[config.mk]
export PLATFORM = sky130hd
export DESIGN_NAME = cpu_run_monitor
export DESIGN_NICKNAME = d
export VERILOG_FILES = /design/src/rtl/cpu_run_monitor.sv
export SDC_FILE = /design/constraint.sdc
export NUM_CORES = 1
export LEC_CHECK = 0
export BUFFER_PORTS_ARGS = -buffer_cell sky130_fd_sc_hd__buf_2
export CAP_MARGIN = 10
export CORE_MARGIN = 2
export CORE_UTILIZATION = 49
export DETAILED_ROUTE_END_ITERATION = 8
export PLACE_DENSITY = 0.79
export SLEW_MARGIN = 25
export SYNTH_ARGS = -nofsm -noshare
export SYNTH_HDL_FRONTEND = slang
export SYNTH_SLANG_ARGS = --single-unit
[constraint.sdc]
create_clock -name clk -period 2.3 [get_ports clk]
set_clock_uncertainty 0.05 [all_clocks]
set_input_delay 0.23 -clock clk [delete_from_list [all_inputs] [get_ports clk]]
set_output_delay 0.23 -clock clk [all_outputs]
set_load 0.1 [all_outputs]
[src/rtl/cpu_run_monitor.sv]
// Run controller for the CPU core: sequences core reset, counts RUN cycles and
// latches a pass/fail/timeout verdict once `result` holds a signature long enough.
module cpu_run_monitor #(
  parameter int                    DATA_WIDTH     = 32,
  parameter int                    RESET_CYCLES   = 4,
  parameter int                    TIMEOUT_CYCLES = 1024,
  parameter int                    STABLE_CYCLES  = 2,
  parameter logic [DATA_WIDTH-1:0] PASS_VALUE     = DATA_WIDTH'(32'h0000_0001),
  parameter logic [DATA_WIDTH-1:0] FAIL_VALUE     = DATA_WIDTH'(32'h0000_DEAD),
  parameter int                    CW             = $clog2(TIMEOUT_CYCLES + 1)
) (
  input  logic                  clk,
  input  logic                  rst,
  input  logic                  start,
  input  logic [DATA_WIDTH-1:0] result,
  output logic                  cpu_rst,
  output logic                  busy,
  output logic                  done,
  output logic                  pass,
  output logic                  fail,
  output logic                  timeout,
  output logic [CW-1:0]         cycle_count
);

  localparam int RW = $clog2(RESET_CYCLES + 1);
  localparam int MW = $clog2(STABLE_CYCLES + 1);
  localparam logic [RW-1:0] RST_LAST   = RW'(RESET_CYCLES - 1);
  localparam logic [CW-1:0] TO_LAST    = CW'(TIMEOUT_CYCLES - 1);
  localparam logic [CW-1:0] TO_MAX     = CW'(TIMEOUT_CYCLES);
  localparam logic [MW-1:0] MATCH_GOAL = MW'(STABLE_CYCLES);

  typedef enum logic [1:0] {
    S_IDLE  = 2'd0,
    S_RESET = 2'd1,
    S_RUN   = 2'd2,
    S_DONE  = 2'd3
  } state_t;

  state_t        state_r, state_s;
  logic [RW-1:0] rst_cnt_r, rst_cnt_s;
  logic [CW-1:0] cycle_cnt_r, cycle_cnt_s;
  logic [MW-1:0] match_cnt_r, match_cnt_s, match_next_s;
  logic          cand_fail_r, cand_fail_s;
  logic          cpu_rst_r, cpu_rst_s;
  logic          busy_r, busy_s;
  logic          done_r, done_s;
  logic          pass_r, pass_s;
  logic          fail_r, fail_s;
  logic          timeout_r, timeout_s;
  logic          is_pass_s, is_fail_s, cand_s;

  // Classify the current sample and advance the consecutive-match run length.
  always_comb begin
    is_pass_s    = (result == PASS_VALUE);
    is_fail_s    = (result == FAIL_VALUE);
    cand_s       = is_pass_s | is_fail_s;
    match_next_s = {MW{1'b0}};
    if (!cand_s) begin
      match_next_s = {MW{1'b0}};
    end else if ((match_cnt_r != {MW{1'b0}}) && (cand_fail_r == is_fail_s)) begin
      if (match_cnt_r == MATCH_GOAL) begin
        match_next_s = match_cnt_r;
      end else begin
        match_next_s = match_cnt_r + MW'(1'b1);
      end
    end else begin
      match_next_s = MW'(1'b1);
    end
  end

  // Next state, counters and verdict flags; outputs are derived from the next state.
  always_comb begin
    state_s     = state_r;
    rst_cnt_s   = rst_cnt_r;
    cycle_cnt_s = cycle_cnt_r;
    match_cnt_s = match_cnt_r;
    cand_fail_s = cand_fail_r;
    pass_s      = pass_r;
    fail_s      = fail_r;
    timeout_s   = timeout_r;
    cpu_rst_s   = 1'b1;
    busy_s      = 1'b0;
    done_s      = 1'b0;

    case (state_r)
      S_IDLE, S_DONE: begin
        if (start) begin
          state_s     = S_RESET;
          rst_cnt_s   = {RW{1'b0}};
          cycle_cnt_s = {CW{1'b0}};
          match_cnt_s = {MW{1'b0}};
          cand_fail_s = 1'b0;
          pass_s      = 1'b0;
          fail_s      = 1'b0;
          timeout_s   = 1'b0;
        end else begin
          state_s = state_r;
        end
      end
      S_RESET: begin
        if (rst_cnt_r == RST_LAST) begin
          state_s   = S_RUN;
          rst_cnt_s = {RW{1'b0}};
        end else begin
          rst_cnt_s = rst_cnt_r + RW'(1'b1);
        end
      end
      S_RUN: begin
        if (cycle_cnt_r < TO_MAX) begin
          cycle_cnt_s = cycle_cnt_r + CW'(1'b1);
        end else begin
          cycle_cnt_s = cycle_cnt_r;
        end
        match_cnt_s = match_next_s;
        cand_fail_s = is_fail_s;
        // A verdict on the final RUN edge takes precedence over timeout.
        if (match_next_s == MATCH_GOAL) begin
          state_s = S_DONE;
          pass_s  = ~is_fail_s;
          fail_s  = is_fail_s;
        end else if (cycle_cnt_r == TO_LAST) begin
          state_s   = S_DONE;
          timeout_s = 1'b1;
        end else begin
          state_s = S_RUN;
        end
      end
      default: begin
        state_s = S_IDLE;
      end
    endcase

    case (state_s)
      S_RESET: begin
        cpu_rst_s = 1'b1;
        busy_s    = 1'b1;
      end
      S_RUN: begin
        cpu_rst_s = 1'b0;
        busy_s    = 1'b1;
      end
      S_DONE: begin
        done_s = 1'b1;
      end
      default: begin
        cpu_rst_s = 1'b1;
      end
    endcase
  end

  // State, counters and registered outputs with asynchronous reset.
  always_ff @(posedge clk or negedge rst) begin
    if (!rst) begin
      state_r     <= S_IDLE;
      rst_cnt_r   <= {RW{1'b0}};
      cycle_cnt_r <= {CW{1'b0}};
      match_cnt_r <= {MW{1'b0}};
      cand_fail_r <= 1'b0;
      cpu_rst_r   <= 1'b1;
      busy_r      <= 1'b0;
      done_r      <= 1'b0;
      pass_r      <= 1'b0;
      fail_r      <= 1'b0;
      timeout_r   <= 1'b0;
    end else begin
      state_r     <= state_s;
      rst_cnt_r   <= rst_cnt_s;
      cycle_cnt_r <= cycle_cnt_s;
      match_cnt_r <= match_cnt_s;
      cand_fail_r <= cand_fail_s;
      cpu_rst_r   <= cpu_rst_s;
      busy_r      <= busy_s;
      done_r      <= done_s;
      pass_r      <= pass_s;
      fail_r      <= fail_s;
      timeout_r   <= timeout_s;
    end
  end

  assign cpu_rst     = cpu_rst_r;
  assign busy        = busy_r;
  assign done        = done_r;
  assign pass        = pass_r;
  assign fail        = fail_r;
  assign timeout     = timeout_r;
  assign cycle_count = cycle_cnt_r;

endmodule

**Yosys cells after proc, flatten, opt, wreduce, memory -nomap -nowiden**

Index checks and enable logic that the tools add are counted.
W data, S select, Z words.

- Add/subtract/negate cells: 3
- Multipliers: 0
- Divide/modulo/power cells: 0
- Magnitude comparators: 1
- Equal/unequal tests: 18
- Shifts and indexed selects: 0
- Multiplexer cells: 28
- Bitwise operators: 2
- Reduce and logical (&&, ||, !) cells: 12

Operators with widths:

| kind | number |
|---|---|
| $eq A32 B1 Y1 const B | 1 |
| $eq A32 B16 Y1 const B | 1 |
| $mux W11 | 2 |
| $pmux W11 S2 | 1 |
| $eq A2 B2 Y1 const B | 6 |
| $mux W2 | 6 |
| $add A11 B1 Y11 const B | 1 |
| $eq A11 B10 Y1 const B | 1 |
| $lt A11 B11 Y1 const B | 1 |
| $mux W1 | 10 |
| $ne A2 B2 Y1 const B | 5 |
| $pmux W1 S2 | 4 |
| $mux W3 | 2 |
| $pmux W2 S3 | 1 |
| $pmux W3 S2 | 1 |
| $reduce_and A3 Y1 | 2 |
| $reduce_bool A2 Y1 | 3 |
| $eq A2 B1 Y1 const B | 2 |
| $pmux W2 S2 | 1 |
| $reduce_and A2 Y1 | 2 |
| $reduce_and A4 Y1 | 1 |
| $reduce_or A2 Y1 | 2 |
| $add A3 B1 Y3 const B | 1 |
| $eq A3 B2 Y1 const B | 1 |
| other kinds (6) | 6 |

- Register bits after elaboration: 25
- Latch bits: 0
- Memory bits (writable): 0
- ROM bits: 0
- Output and inout bits: 17
- Word-level logic and storage cells: 75
- Memories: 0

**Depth between registers and ports, before layout**

Gate-level depths: netlist of run 1.

- Depth after elaboration: 11
- Depth in mapped cells: 8
- Gate-level depth less buffers: 8

**Least setup slack after synthesis of run 1**

No wires, ideal clock.

- Path type: flip-flop to flip-flop
- From: register cycle_cnt_r[0], in the netlist cycle_count[0]
- To: register busy_r, in the netlist busy
- Library setup time: 0.113 ns
- Arrival: 2.346 ns
- Data required time: 2.137 ns
- Path slack: -0.209 ns
- Stages on the path, launching flop included: 9
- Period minus slack after synthesis: 2.509 ns
- Path through: dfrtp_1 ha_1 and3_1 nand4_1 nor2_1 o21ai_0 a22o_1 ha_1 inv_1

- Word-level cells in the longest chain between the ends: 7
- Elaborated cells on any way between the ends: 8

RTL lines:

| what | RTL line | text |
|---|---|---|
| from (decl) | 41 | `logic [CW-1:0] cycle_cnt_r, cycle_cnt_s;` |
| from (signal assigned) | 156 | `cycle_cnt_r <= {CW{1'b0}};` |
| from (signal assigned) | 168 | `cycle_cnt_r <= cycle_cnt_s;` |
| $eq A11 B10 Y1 (*) | 121 | `end else if (cycle_cnt_r == TO_LAST) begin` |
| $mux W1 (*) | 121 |  |
| $mux W1 (*) | 117 | `if (match_next_s == MATCH_GOAL) begin` |
| $pmux W2 S3 (*) | 85 | `case (state_r)` |
| $eq A2 B2 Y1 / $eq A2 B1 Y1 (equally long branches) | 133 | `case (state_s)` |
| $reduce_or A2 Y1 (no line) (*) | n/a |  |
| $mux W1 (*) | 133 |  |
| via busy_s | 45 | `logic busy_r, busy_s;` |
| to (signal assigned) | 172 | `busy_r <= busy_s;` |
| to (decl) | 45 |  |

Mark *: on every way through the listed nets, which the timed path passes. The rest lies on a longest branch.
A chain may end at the register's enable or synchronous reset.

**Worst setup path in the final report of run 1**

- From: register cand_fail_r
- To: register busy_r, in the netlist busy

- Word-level cells in the longest chain between the ends: 10
- Elaborated cells on any way between the ends: 11

RTL lines:

| what | RTL line | text |
|---|---|---|
| from (decl) | 43 | `logic cand_fail_r, cand_fail_s;` |
| from (signal assigned) | 170 | `cand_fail_r <= cand_fail_s;` |
| $eq A1 B1 Y1 (*) | 60 | `end else if ((match_cnt_r != {MW{1'b0}}) && (cand_fail_r == is_fail_s)) begin` |
| $logic_and A1 B1 Y1 (*) | 60 |  |
| $mux W2 (*) | 60 |  |
| $mux W2 (*) | 58 | `if (!cand_s) begin` |
| $eq A2 B2 Y1 (*) | 117 |  |
| $mux W1 (*) | 117 |  |
| $pmux W2 S3 (*) | 85 |  |
| $eq A2 B2 Y1 / $eq A2 B1 Y1 (equally long branches) | 133 |  |
| $reduce_or A2 Y1 (no line) (*) | n/a |  |
| $mux W1 (*) | 133 |  |
| via busy_s | 45 |  |

Marks and branches as above.

==> results of run 1 <==
## worst max path at each step
stage                     endpoint  slack, ns  depth (start not counted)
after floorplan               busy       0.03                          7
after detailed placement      busy      -0.15                          8
after CTS                     busy       0.03                          7
after global placement        busy       -0.1                          8
final                         busy       0.12                          7
after global routing          busy       0.03                          7
## power by group through the flow
stage | clock network [mW] | logic, mW | registers, mW
5_1_grt | 0.214 | 0.0542 | 0.440
3_5_place_dp | 0 | 0.0473 | 0.448
2_1_floorplan | 0 | 0.00663 | 0.448
6_report | 0.196 | 0.0476 | 0.440
3_3_place_gp | 0 | 0.0444 | 0.448
4_1_cts | 0.203 | 0.0486 | 0.440
## through the flow
stage | power (mW) | cells | setup TNS [ns] | area, sq um
final | 0.683 | 239 | 0 | 1790
after CTS | 0.692 | 238 | 0 | 1780
after detailed placement | 0.495 | 233 | -0.162 | 1740
after floorplan | 0.455 | 150 | 0 | 1430
after global routing | 0.708 | 239 | 0 | 1790
after global placement | 0.492 | 233 | -0.0964 | 1740
## cell usage in the layout, fill, tap and decap left out, types with 2 or more instances in the layout
cell type	instances
buf_2	51
or4_4	2
o21a_1	2
and4_1	3
dfrtp_2	6
inv_1	7
o22a_1	2
clkbuf_4	3
xor2_1	6
xnor2_1	2
nor4_1	4
nand2b_1	2
nor2b_1	3
a21oi_1	4
o21ai_0	5
nor3_1	4
nand3_1	5
buf_4	6
a22o_1	4
nand4_1	7
nor2_1	19
and3_1	2
a32o_1	2
nand2_1	13
ha_1	7
dfrtp_1	18
## state kept, by name, indices dropped and copies added (netlist names), 2 cells and up
register     count
state_r          2
match_cnt_r      2
rst_cnt_r        3
cycle_count     11
## kinds of logic (layout without fill, tap and decap cells)
family / after synthesis / after routing
and+or+nand+nor: 71 / 71
buffers and inverters: 11 / 69
AOI/OAI and AO/OA: 27 / 27
DFF: 25 / 25
xor gates and xnor gates: 8 / 8
muxes: 1 / 1
adders and majority gates: 7 / 7
## layout make-up
class	instances	share of cell area
clock buffers	4	0.0147
well taps	31	0.0216
inverters	7	0.0147
flip-flops and latches	25	0.354
repair buffers	58	0.173
multi-input cells	114	0.422
## per-layer routing
layer | vias up | global-route usage | share of wire
met5 | - | 0 | 0
met4 | 0 | 0.0532 | 0.0061
met3 | 2 | 0.0201 | 0.049
met2 | 46 | 0.370 | 0.49
met1 | 603 | 0.245 | 0.45
li1 | 669 | - | -
## timing repair
item | 4_1_cts | 5_1_grt
gates resized for setup | 0 | 2
setup endpoints to repair | 0 | 1
buffers inserted | 0 | 1
hold buffers | 1 | 0
hold endpoints to repair | 24 | 0
## critical path, cell delays in order (launching register included)
cell and delay, ns:
dfrtp_1 0.38, inv_1 0.06, or4_2 0.71, a211oi_2 0.26, o21ai_1 0.11, a22o_1 0.21
ha_1 0.27, inv_1 0.04
==> flow_metrics.env, run 1 <==
export IMPL_seqCellArea_sq_um=634
export IMPL_vias=1320
export IMPL_synth_compound_area_share=0.143
export IMPL_synthSimpleGateAreaFrac=0.268
export IMPL_fmax_ghz=0.459
export IMPL_outcome="finished clean"
export IMPL_wl_per_cell_um=13.1
export IMPL_rsz0062_at_grt="no"
export IMPL_fin_util=0.650
export IMPL_vias_per_cell=5.52
export IMPL_drc_errors=0
export IMPL_grt_pass1_vias=1293
export IMPL_hp_class="in -> reg"
export IMPL_period_needed_ns=2.18
export IMPL_whs_ns=0.251
export IMPL_globalplace_congestion=0.806
export IMPL_ff2ff_path_depth=7
export IMPL_port_buffers=51
export IMPL_synth_fa_ha_area_frac=0.0617
export IMPL_wl_um=3120
export IMPL_p_int_uw=533
export IMPL_dpl_hpwl_um=2460
export IMPL_r2r_end="busy"
export IMPL_setup_ws_ns=0.120
export IMPL_switching_power_uw=151
export IMPL_root_buffer="clkbuf_4"
export IMPL_cp_required_ns=2.47
export IMPL_synthTopCellsByArea="dfrtp_1 42%, ha_1 6.2%, nor2_1 5.0%"
export IMPL_fillers=218
export IMPL_ys_flop_type="dfrtp_1"
export IMPL_synth_area_per_cell_sq_um=9.46
export IMPL_fin_crit_sh=0.948
export IMPL_maxSlewViolCount=0
export IMPL_ys_warn_count=0
export IMPL_rows=19
export IMPL_clk_pin_slew_worst_paths_ns=0.13
export IMPL_htree_num_levels=1
export IMPL_ant_nets=0
export IMPL_clkPwrFrac=0.287
export IMPL_p_leak_nw=0.885
export IMPL_synth_area_sq_um=1420
export IMPL_ys_seq_elements=25
export IMPL_antenna_found_initial=0
export IMPL_netSwitchingFraction=0.221
export IMPL_first_pass_iters=4
export IMPL_maxSlewHeadroom=0.634
export IMPL_dp_slack_ns=-0.150
export IMPL_yosys_cell_types_count=39
export IMPL_synth_most_common_cell="dfrtp_1"
export IMPL_die_w_um=57.8
export IMPL_synthCells=150
export IMPL_p_seq_frac=0.643
export IMPL_insertedDiodeCount=0
export IMPL_cts_buffers=3
export IMPL_hp_start="start"
export IMPL_worst_r2r_setup_slack_ns=0.12
export IMPL_power_density_nw_per_um2=381
export IMPL_start_util=0.515
export IMPL_synth_seq_area_share=0.442
export IMPL_worst_pin_slew_ns=0.548
export IMPL_max_cap_violations=0
export IMPL_synth_xor_xnor_area_share=0.0494
export IMPL_multi_input_area_sq_um=756
export IMPL_peakVddDrop_mv=0.269
export IMPL_core_sq_um=2760
export IMPL_muxShareOfSynthArea=0.00705
export IMPL_finalNetCount=251
export IMPL_setup_violations=0
export IMPL_cts_sinks=25
export IMPL_grt_usage=0.199
export IMPL_synth_top_family_by_area="simple AND/OR/NAND/NOR gates"
export IMPL_drtIter0Drc=26
export IMPL_setup_worst_path_end_class="flop"
export IMPL_max_clock_path_buffers=2
export IMPL_fp_dieH_um=57.8
export IMPL_p_comb_frac=0.070
export IMPL_drive_above_1_share=0.351
export IMPL_cts_tree="built"
export IMPL_startpoint="cand_fail_r"
export IMPL_hold_viol_final=0
export IMPL_synth_edff_count=0
export IMPL_cp_max_fo=2
export IMPL_clk_latency_ns=0.31
export IMPL_synth_common_cells="24 x dfrtp_1, 19 x nor2_1, 13 x nand2_1"
export IMPL_grt_max_degree=26
export IMPL_whs_path_depth=4
export IMPL_dieArea_sq_um=3340
export IMPL_ios=52
export IMPL_regToRegStartpoint="cand_fail_r"
export IMPL_critPathKind="reg -> reg"
export IMPL_syn_to_final_growth_pct=26.3
export IMPL_synth_top_area_cell="dfrtp_1"
export IMPL_hold_path_endpoint="pass"
export IMPL_async_flop_share=1.00
export IMPL_synth_nets=192
export IMPL_cp_data_arrival_time_ns=2.35
export IMPL_grt_overflow_total=0
export IMPL_yosysTopAreaCellShare=0.423
export IMPL_grt_first_pass_wirelength_um=5360
export IMPL_startpoint_type="flop"
Note: power is estimated with default switching activity, not from simulation.
==> run 2: changes to the inputs <==
--- a/config.mk
+++ b/config.mk
@@ -10,6 +10,7 @@
 export CORE_MARGIN = 2
 export CORE_UTILIZATION = 49
 export DETAILED_ROUTE_END_ITERATION = 8
+export MAX_ROUTING_LAYER = met4
 export PLACE_DENSITY = 0.79
 export SLEW_MARGIN = 25
 export SYNTH_ARGS = -nofsm -noshare
==> run 2 against run 1 <==
Register-to-register slack about the same; routed wire length is 0.19% lower; sequential power barely moved; power barely moved; global-route usage is 0.61 points higher; sequential cell count is the same; hold slack hardly changed; combinational power about the same; worst setup slack hardly changed.
==> flow_metrics.env, run 2 (same netlist as run 1, synthesis figures left out) <==
export IMPL_dp_slack_ns=-0.150
export IMPL_syn_to_final_growth_pct=26.3
export IMPL_maxSlewHeadroom=0.635
export IMPL_wl_per_cell_um=13.0
export IMPL_htree_num_levels=1
export IMPL_grt_max_degree=26
export IMPL_ios=52
export IMPL_drc_errors=0
export IMPL_cp_max_fo=2
export IMPL_dpl_hpwl_um=2460
export IMPL_cts_sinks=25
export IMPL_peakVddDrop_mv=0.269
export IMPL_max_cap_violations=0
export IMPL_path_cells="inv_1 > or4_2 > a211oi_2 > o21ai_1 > a22o_1 > ha_1 > inv_1"
export IMPL_p_comb_frac=0.070
export IMPL_startpoint_type="flop"
export IMPL_largest_register_ffs=11
export IMPL_cpPeakStageDelay_ns=0.71
export IMPL_critPathKind="reg -> reg"
export IMPL_max_clock_path_buffers=2
export IMPL_globalplace_congestion=0.818
export IMPL_clk_latency_ns=0.31
export IMPL_fin_crit_sh=0.948
export IMPL_setup_ws_ns=0.120
export IMPL_grt_first_pass_wirelength_um=5360
export IMPL_cts_tree="built"
export IMPL_fillers=218
export IMPL_first_pass_iters=4
export IMPL_hold_viol_final=0
export IMPL_cp_top_family="simple AND/OR/NAND/NOR gates"
export IMPL_cp_required_ns=2.47
export IMPL_netSwitchingFraction=0.221
export IMPL_vias_per_cell=5.52
export IMPL_finalNetCount=251
export IMPL_mostFrequentLayoutCell="buf_2"
export IMPL_post_place_cells=233
export IMPL_drive_above_1_share=0.351
export IMPL_port_buffers=51
export IMPL_core_sq_um=2760
export IMPL_p_leak_nw=0.885
export IMPL_cts_buffers=3
export IMPL_root_buffer="clkbuf_4"
export IMPL_grt_overflow_total=0
export IMPL_wl_um=3120
export IMPL_fmax_ghz=0.459
export IMPL_clkPwrFrac=0.287
export IMPL_maxSlewViolCount=0
export IMPL_dieArea_sq_um=3340
export IMPL_hp_class="in -> reg"
export IMPL_start_util=0.515
export IMPL_fin_util=0.650
export IMPL_fin_cells=239
export IMPL_crit_buf_inv=2
export IMPL_fp_dieH_um=57.8
export IMPL_drtIter0Drc=24
export IMPL_p_seq_frac=0.643
export IMPL_cp_slowest_cell="or4_2"
export IMPL_insertedDiodeCount=0
export IMPL_clk_pin_slew_worst_paths_ns=0.13
export IMPL_switching_power_uw=151
export IMPL_outcome="finished clean"
export IMPL_setup_violations=0
export IMPL_grt_pass1_vias=1295
export IMPL_worst_pin_slew_ns=0.548
export IMPL_die_w_um=57.8
export IMPL_grt_usage=0.206
export IMPL_rows=19
export IMPL_power_density_nw_per_um2=381
export IMPL_period_needed_ns=2.18
export IMPL_p_int_uw=533
export IMPL_final_cell_mix="51 x buf_2, 19 x nor2_1, 18 x dfrtp_1, 13 x nand2_1"
export IMPL_setup_worst_path_end_class="flop"
export IMPL_antenna_found_initial=0
export IMPL_rsz0062_at_grt="no"
export IMPL_ant_nets=0
export IMPL_cp_data_arrival_time_ns=2.35
export IMPL_timing_critical_path_mode_cell="inv_1"
export IMPL_vias=1319
==> run 2: cell counts in the layout (fill, tap and decap cells not counted) <==
No cell type changed its count.
==> run 2: worst paths after layout <==
kind	start	end	slack [ns]	depth (start not counted)
min in group asynchronous	rst	state_r[1]	0.36	2
worst max-delay path	cand_fail_r	busy	0.12	7
max in group asynchronous	rst	cycle_count[3]	1.44	2
worst min register to register	match_cnt_r[0]	match_cnt_r[0]	0.45	2
worst max register to register	cand_fail_r	busy	0.12	7
worst min-delay path	start	pass	0.25	4
==> run 2: power groups by stage <==
| stage | registers, mW | logic (mW) | clock network (mW) |
|---|---|---|---|
| 6_report | 0.440 | 0.0476 | 0.196 |
| 5_1_grt | 0.440 | 0.0542 | 0.214 |
| 4_1_cts | 0.440 | 0.0486 | 0.203 |
| 3_5_place_dp | 0.448 | 0.0473 | 0 |
| 3_3_place_gp | 0.448 | 0.0444 | 0 |
| 2_1_floorplan | 0.448 | 0.00663 | 0 |
==> run 2: final cells by class <==
type	count	area [sq um]	area share
clock buffer	4	26.3	0.0147
inverter	7	26.3	0.0147
multi-input combinational	114	756	0.422
sequential	25	634	0.354
tap	31	38.8	0.0216
timing repair buffer	58	310	0.173
==> run 2: worst reg2reg max path, cell delays in order (launching register included) <==
cell and delay [ns]:
dfrtp_1 0.38, inv_1 0.06, or4_2 0.71, a211oi_2 0.26
o21ai_1 0.11, a22o_1 0.21, ha_1 0.27, inv_1 0.04
==> run 2: what timing repair did <==
action | in CTS | in global routing
setup buffers | 0 | 1
hold buffers | 1 | 0
endpoints found under the hold margin | 24 | 0
setup endpoints to repair | 0 | 1
resized for setup | 0 | 2
==> run 2: routing by layer <==
metal,track usage,wire (um)
met1,0.245,1410
met4,0.0532,19
met2,0.370,1530
met3,0.0201,153
met5,-,0
==> run 2: metrics by stage <==
stage	cell area (sq um)	setup TNS [ns]	power (mW)	hold WS, ns
after detailed placement	1740	-0.162	0.495	0.203
after floorplan	1430	0	0.455	-0.116
final	1790	0	0.684	0.251
after CTS	1780	0	0.692	0.231
after global placement	1740	-0.0964	0.492	0.192
after global routing	1790	0	0.708	0.270
